$ cat src/rtl/led_trail_pkg.sv
// Shared constants and helper functions for the comet-trail LED PWM stage.
package led_trail_pkg;

  // Widest Q_IN the one-hot checker accepts.
  localparam int unsigned MAX_POSITIONS = 64;

  function automatic int unsigned pwm_max_of(input int unsigned w);
    return (32'd1 << w) - 32'd1;
  endfunction

  // Perceptual fade: square the brightness, but keep full scale fully on.
  function automatic int unsigned gamma_duty(input int unsigned b, input int unsigned w);
    int unsigned pmax;
    pmax = pwm_max_of(w);
    if (b == pmax) return pmax;
    return (b * b) >> w;
  endfunction

  function automatic logic is_onehot(input logic [MAX_POSITIONS-1:0] v);
    return (v != '0) && ((v & (v - 64'd1)) == '0);
  endfunction

endpackage

$ cat src/rtl/led_pwm_cell.sv
// One LED: brightness register with load/decay, optional gamma (LED_TRAIL_GAMMA_EN)
// and the registered PWM compare.
module led_pwm_cell
  import led_trail_pkg::*;
#(
  parameter int unsigned PWM_W    = 4,
  parameter int unsigned DECAY_SH = 1
) (
  input  logic             clk,
  input  logic             rst_n,
  input  logic             ena,
  input  logic             load,
  input  logic [PWM_W-1:0] pwm_cnt,
  output logic             led
);

  localparam logic [PWM_W-1:0] BrightMax = PWM_W'(pwm_max_of(PWM_W));

  logic [PWM_W-1:0] b_q, b_d, duty;

  always_comb begin
    b_d = b_q;
    if (load) begin
      b_d = BrightMax;
    end else if (ena) begin
      b_d = b_q >> DECAY_SH;
    end
  end

`ifdef LED_TRAIL_GAMMA_EN
  assign duty = PWM_W'(gamma_duty(32'(b_q), PWM_W));
`else
  assign duty = b_q;
`endif

  always_ff @(posedge clk or negedge rst_n) begin
    if (!rst_n) begin
      b_q <= '0;
      led <= 1'b0;
    end else begin
      b_q <= b_d;
      led <= (duty > pwm_cnt);
    end
  end

endmodule

$ cat src/rtl/led_trail_pwm.sv
// Comet-trail LED driver behind the bouncing one-hot shifter: PWM counter, sweep
// counter, one-hot error flag and N LED cells. Gamma fade via LED_TRAIL_GAMMA_EN.
module led_trail_pwm
  import led_trail_pkg::*;
#(
  parameter int unsigned N        = 8,
  parameter int unsigned PWM_W    = 4,
  parameter int unsigned DECAY_SH = 1,
  parameter int unsigned CNT_W    = 8
) (
  input  logic             CLK,
  input  logic             RSTna,
  input  logic             ENA,
  input  logic             CLR,
  input  logic [N-1:0]     Q_IN,
  input  logic             TC_IN,
  output logic [N-1:0]     LED,
  output logic [CNT_W-1:0] SWEEPS,
  output logic             ERR
);

  // Counter runs 0..PWM_MAX-1 so a period is exactly PWM_MAX cycles.
  localparam logic [PWM_W-1:0] CntLast = PWM_W'(pwm_max_of(PWM_W) - 32'd1);

  logic [PWM_W-1:0] pwm_cnt_q, pwm_cnt_d;
  logic [CNT_W-1:0] sweeps_q, sweeps_d;
  logic             err_q, err_d;
  logic             q_ok;

  assign q_ok = is_onehot(MAX_POSITIONS'(Q_IN));

  always_comb begin
    pwm_cnt_d = (pwm_cnt_q == CntLast) ? '0 : pwm_cnt_q + 1'b1;

    sweeps_d = sweeps_q;
    if (CLR) begin
      sweeps_d = '0;
    end else if (TC_IN && (sweeps_q != '1)) begin
      sweeps_d = sweeps_q + 1'b1;
    end

    err_d = err_q;
    if (CLR) begin
      err_d = 1'b0;
    end else if (!q_ok) begin
      err_d = 1'b1;
    end
  end

  always_ff @(posedge CLK or negedge RSTna) begin
    if (!RSTna) begin
      pwm_cnt_q <= '0;
      sweeps_q  <= '0;
      err_q     <= 1'b0;
    end else begin
      pwm_cnt_q <= pwm_cnt_d;
      sweeps_q  <= sweeps_d;
      err_q     <= err_d;
    end
  end

  assign SWEEPS = sweeps_q;
  assign ERR    = err_q;

  for (genvar i = 0; i < N; i++) begin : g_cell
    led_pwm_cell #(
      .PWM_W   (PWM_W),
      .DECAY_SH(DECAY_SH)
    ) u_cell (
      .clk    (CLK),
      .rst_n  (RSTna),
      .ena    (ENA),
      .load   (Q_IN[i]),
      .pwm_cnt(pwm_cnt_q),
      .led    (LED[i])
    );
  end

endmodule

$ cat config.mk
export PLATFORM = sky130hd
export DESIGN_NAME = led_trail_pwm
export DESIGN_NICKNAME = d
export VERILOG_FILES = /design/src/rtl/led_trail_pkg.sv /design/src/rtl/led_pwm_cell.sv /design/src/rtl/led_trail_pwm.sv
export SDC_FILE = /design/constraint.sdc
export NUM_CORES = 1
export LEC_CHECK = 0
export BUFFER_PORTS_ARGS = -buffer_cell sky130_fd_sc_hd__buf_2
export CORE_MARGIN = 2
export CORE_UTILIZATION = 30
export CTS_BUF_LIST = sky130_fd_sc_hd__clkbuf_4 sky130_fd_sc_hd__clkbuf_8
export CTS_CLUSTER_SIZE = 12
export DETAILED_ROUTE_END_ITERATION = 10
export PLACE_DENSITY = 0.46
export SETUP_SLACK_MARGIN = 0.15
export SKIP_LAST_GASP = 1
export SLEW_MARGIN = 5
export SYNTH_ARGS = -nofsm -noshare
export SYNTH_HDL_FRONTEND = slang
export SYNTH_SLANG_ARGS = --single-unit
export TNS_END_PERCENT = 20
$ cat constraint.sdc
create_clock -name CLK -period 2.4 [get_ports CLK]
set_input_delay 0.48 -clock CLK [delete_from_list [all_inputs] [get_ports CLK]]
set_output_delay 0.48 -clock CLK [all_outputs]
set_load 0.005 [all_outputs]
==> flow_metrics.tcl <==
set metrics [dict create \
    status "finished, final reports clean" \
    switching_share_pct 26.3 \
    fmax_mhz 549 \
    hold_class "input port to asynchronous set/reset pin" \
    synth_cells 273 \
    dp_slack_ns 0.580 \
    antenna_cells 0 \
    io_pins 30 \
    end_kind "register" \
    grt.total_usage_pct 12.5 \
    dpl.cell_count 420 \
    rrSetupSlack_ns 0.58 \
    critPathBufInv 1 \
    die_w_um 102 \
    final_net_count 344 \
    core_um2 9330 \
    post-route-drc-count 0 \
    p_comb_share_pct 12.0 \
    rr_endpoint "g_cell[3].u_cell.led" \
    synth_area_um2 2900 \
    setup_viol 0 \
    worstMarginPinSlew_ns 0.568 \
    cts_resized 0 \
    worstPathCellList "inv_1 > ha_1 > nor2b_1 > o21a_1 > o21a_1 > o21a_1" \
    num_rows 35 \
    hold_ws_ns 0.145 \
    slew_headroom_pct 62.2 \
    reg2reg_from "pwm_cnt_q[1]" \
    place.gp.congestion 0.776 \
    cts_num_sinks 53 \
    pwr-share-clk_pct 31.0 \
    fin_cells 428 \
    grt_max_degree 33 \
    drive_above_1_share_pct 15.1 \
    fin_skew_ns 0.0103 \
    ys_types 35 \
    dr.pass1.iters 4 \
    p_leak_nw 1.52 \
    synth_seq_area_share_pct 45.7 \
    wl_per_cell_um 13.8 \
    cap_violations 0 \
    drv_slew 0 \
    cts_made_buffers 5 \
    grt_overflow 0 \
    antenna_left 0 \
    post-route-min-period_ns 1.82 \
    seq_area_um2 1330 \
    crit_path_start_kind "register" \
    ys_seq_elements 53 \
    critPathTopFamily "compound AO/OA/AOI/OAI gates" \
    num-fill-cells 958 \
    path_max_fanout 8 \
    hold_viol 0 \
    cts_setup_buffers 0 \
    final_core_util_pct 34.7 \
    ir_drop_mv 0.231 \
    cp.required_ns 2.60 \
    seqPwrFrac_pct 57.1 \
    total_power_mw 1.69 \
    area_delta_synth_final_pct 11.6 \
    dpl_cell_area_um2 3150 \
    rsz0062_at_grt "false" \
    postSynthAreaPerCell_um2 10.6 \
    multi_input_area_um2 1410 \
    worstSetupPathType "register to register" \
    routed_wl_mm 5.90 \
    max_stage_delay_ns 0.44 \
    cts_tree "yes" \
    routed-via-count 2029 \
    grt_pass1_wl_mm 10.2 \
    drtIter0Drc 49 \
    critical_path.most_common_cell "o21a_1" \
    slowest_stage "dfrtp_1" \
    clk_latency_ns 0.31 \
    cts-htree-levels 2 \
    p_per_area_nw_per_um2 521 \
    io_buffer_count 29 \
    ctsLongestPathBuffers 2 \
    grt_pass1_vias 2048 \
    syn_nets 319 \
    initial_core_util_pct 31.1 \
    grt_antenna_before_repair 0 \
    postCtsHoldBufs 0 \
    die-area_um2 10500 \
    clkTransAtPathRegs_ns 0.10 \
    internal_power_mw 1.24 \
    tns_ns 0 \
    final_cell_mix "dfrtp_1, ha_1, nand2_1" \
    reg2regPathDepth 6 \
    p_switching_mw 0.443 \
    via_per_inst 4.74 \
    ys_warn_count 0 \
    die_y_um 102 \
    dp_hpwl_mm 4.20 \
    layout_setup_ws_ns 0.580 \
    crit_arrival_ns 2.02 \
    final_common_cell "dfrtp_1" \
    fin_crit_sh_pct 75.8 \
    root_buffer "clkbuf_8" \
    fin_area_um2 3240 \
]
worst max-delay path by stage:
stage,startpoint,endpoint,slack (ns),cells past startpoint
6_report,pwm_cnt_q[1],g_cell[3].u_cell.led,0.58,6
5_1_grt,pwm_cnt_q[1],g_cell[5].u_cell.led,0.46,6
4_1_cts,pwm_cnt_q[1],g_cell[5].u_cell.led,0.56,6
3_5_place_dp,pwm_cnt_q[1],g_cell[5].u_cell.led,0.58,6
3_3_place_gp,pwm_cnt_q[1],g_cell[3].u_cell.led,0.60,6
2_1_floorplan,pwm_cnt_q[1],g_cell[0].u_cell.led,0.84,6
logic make-up (layout without fill, tap and decap cells):
family          Yosys count  in the layout  synth area share (%)
compound gates           61             61                  15.1
xor+xnor                  2              2                 0.604
mux                      19             19                  6.56
fa+ha+maj                33             33                  14.2
flops                    53             53                  45.7
simple gates             71             71                  12.1
buf+inv                  34             60                  5.65
final cells by class:
cell class | instances | area share [%]
sequential | 53 | 41.0
clock buffer | 6 | 2.36
tap | 129 | 4.99
inverter | 21 | 2.44
multi-input combinational | 186 | 43.6
clock inverter | 2 | 0.309
timing repair buffer | 31 | 5.34
registers in the layout (all words and copies together) (netlist names):
signal,count
g_cell.u_cell.b_q,32
SWEEPS,8
g_cell.u_cell.led,8
pwm_cnt_q,4
ERR,1
power groups by stage:
| stage | Combinational [mW] | Clock [mW] | Sequential (mW) |
|---|---|---|---|
| finish | 0.202 | 0.522 | 0.962 |
| CTS | 0.209 | 0.551 | 0.963 |
| detailed placement | 0.208 | 0 | 0.980 |
| global route | 0.234 | 0.587 | 0.968 |
| floorplan | 0.141 | 0 | 0.974 |
| global placement | 0.205 | 0 | 0.981 |
per-layer routing:
metal / track usage [%] / share of wire [%]
met2: 20.4 / 46
met5: 0 / 0
met1: 16.6 / 49
met4: 3.38 / 1.1
met3: 3.08 / 4.0
Yosys cell counts:
| master | number | share of area, % |
|---|---|---|
| o21bai_1 | 1 | 0.26 |
| a21o_2 | 1 | 0.30 |
| nor4_1 | 1 | 0.22 |
| or4_4 | 1 | 0.39 |
| xor2_1 | 2 | 0.60 |
| nor3_1 | 3 | 0.52 |
| nor2b_2 | 1 | 0.30 |
| a211oi_1 | 1 | 0.26 |
| o21ai_0 | 7 | 1.2 |
| nor2b_1 | 8 | 1.7 |
| inv_1 | 21 | 2.7 |
| and4_1 | 1 | 0.30 |
| nor2_1 | 7 | 0.91 |
| clkbuf_1 | 2 | 0.26 |
| a21oi_1 | 3 | 0.52 |
| o21ai_2 | 2 | 0.60 |
| o21a_1 | 24 | 6.2 |
| nand2b_1 | 1 | 0.22 |
| buf_2 | 2 | 0.35 |
| or3_1 | 1 | 0.22 |
| nand2_1 | 32 | 4.1 |
| o41ai_2 | 1 | 0.56 |
| nor4b_1 | 1 | 0.30 |
| dfrtp_1 | 53 | 46 |
| nand3_1 | 3 | 0.52 |
| nand4_1 | 10 | 2.2 |
| and3_1 | 1 | 0.22 |
| mux2i_1 | 19 | 6.6 |
| a21o_1 | 7 | 1.8 |
| o21ai_1 | 1 | 0.17 |
| ha_1 | 33 | 14 |
| o211ai_1 | 8 | 2.1 |
| buf_4 | 9 | 2.3 |
| o31ai_1 | 1 | 0.26 |
| a31oi_1 | 4 | 0.86 |
Power figures use the tool's default switching activity.
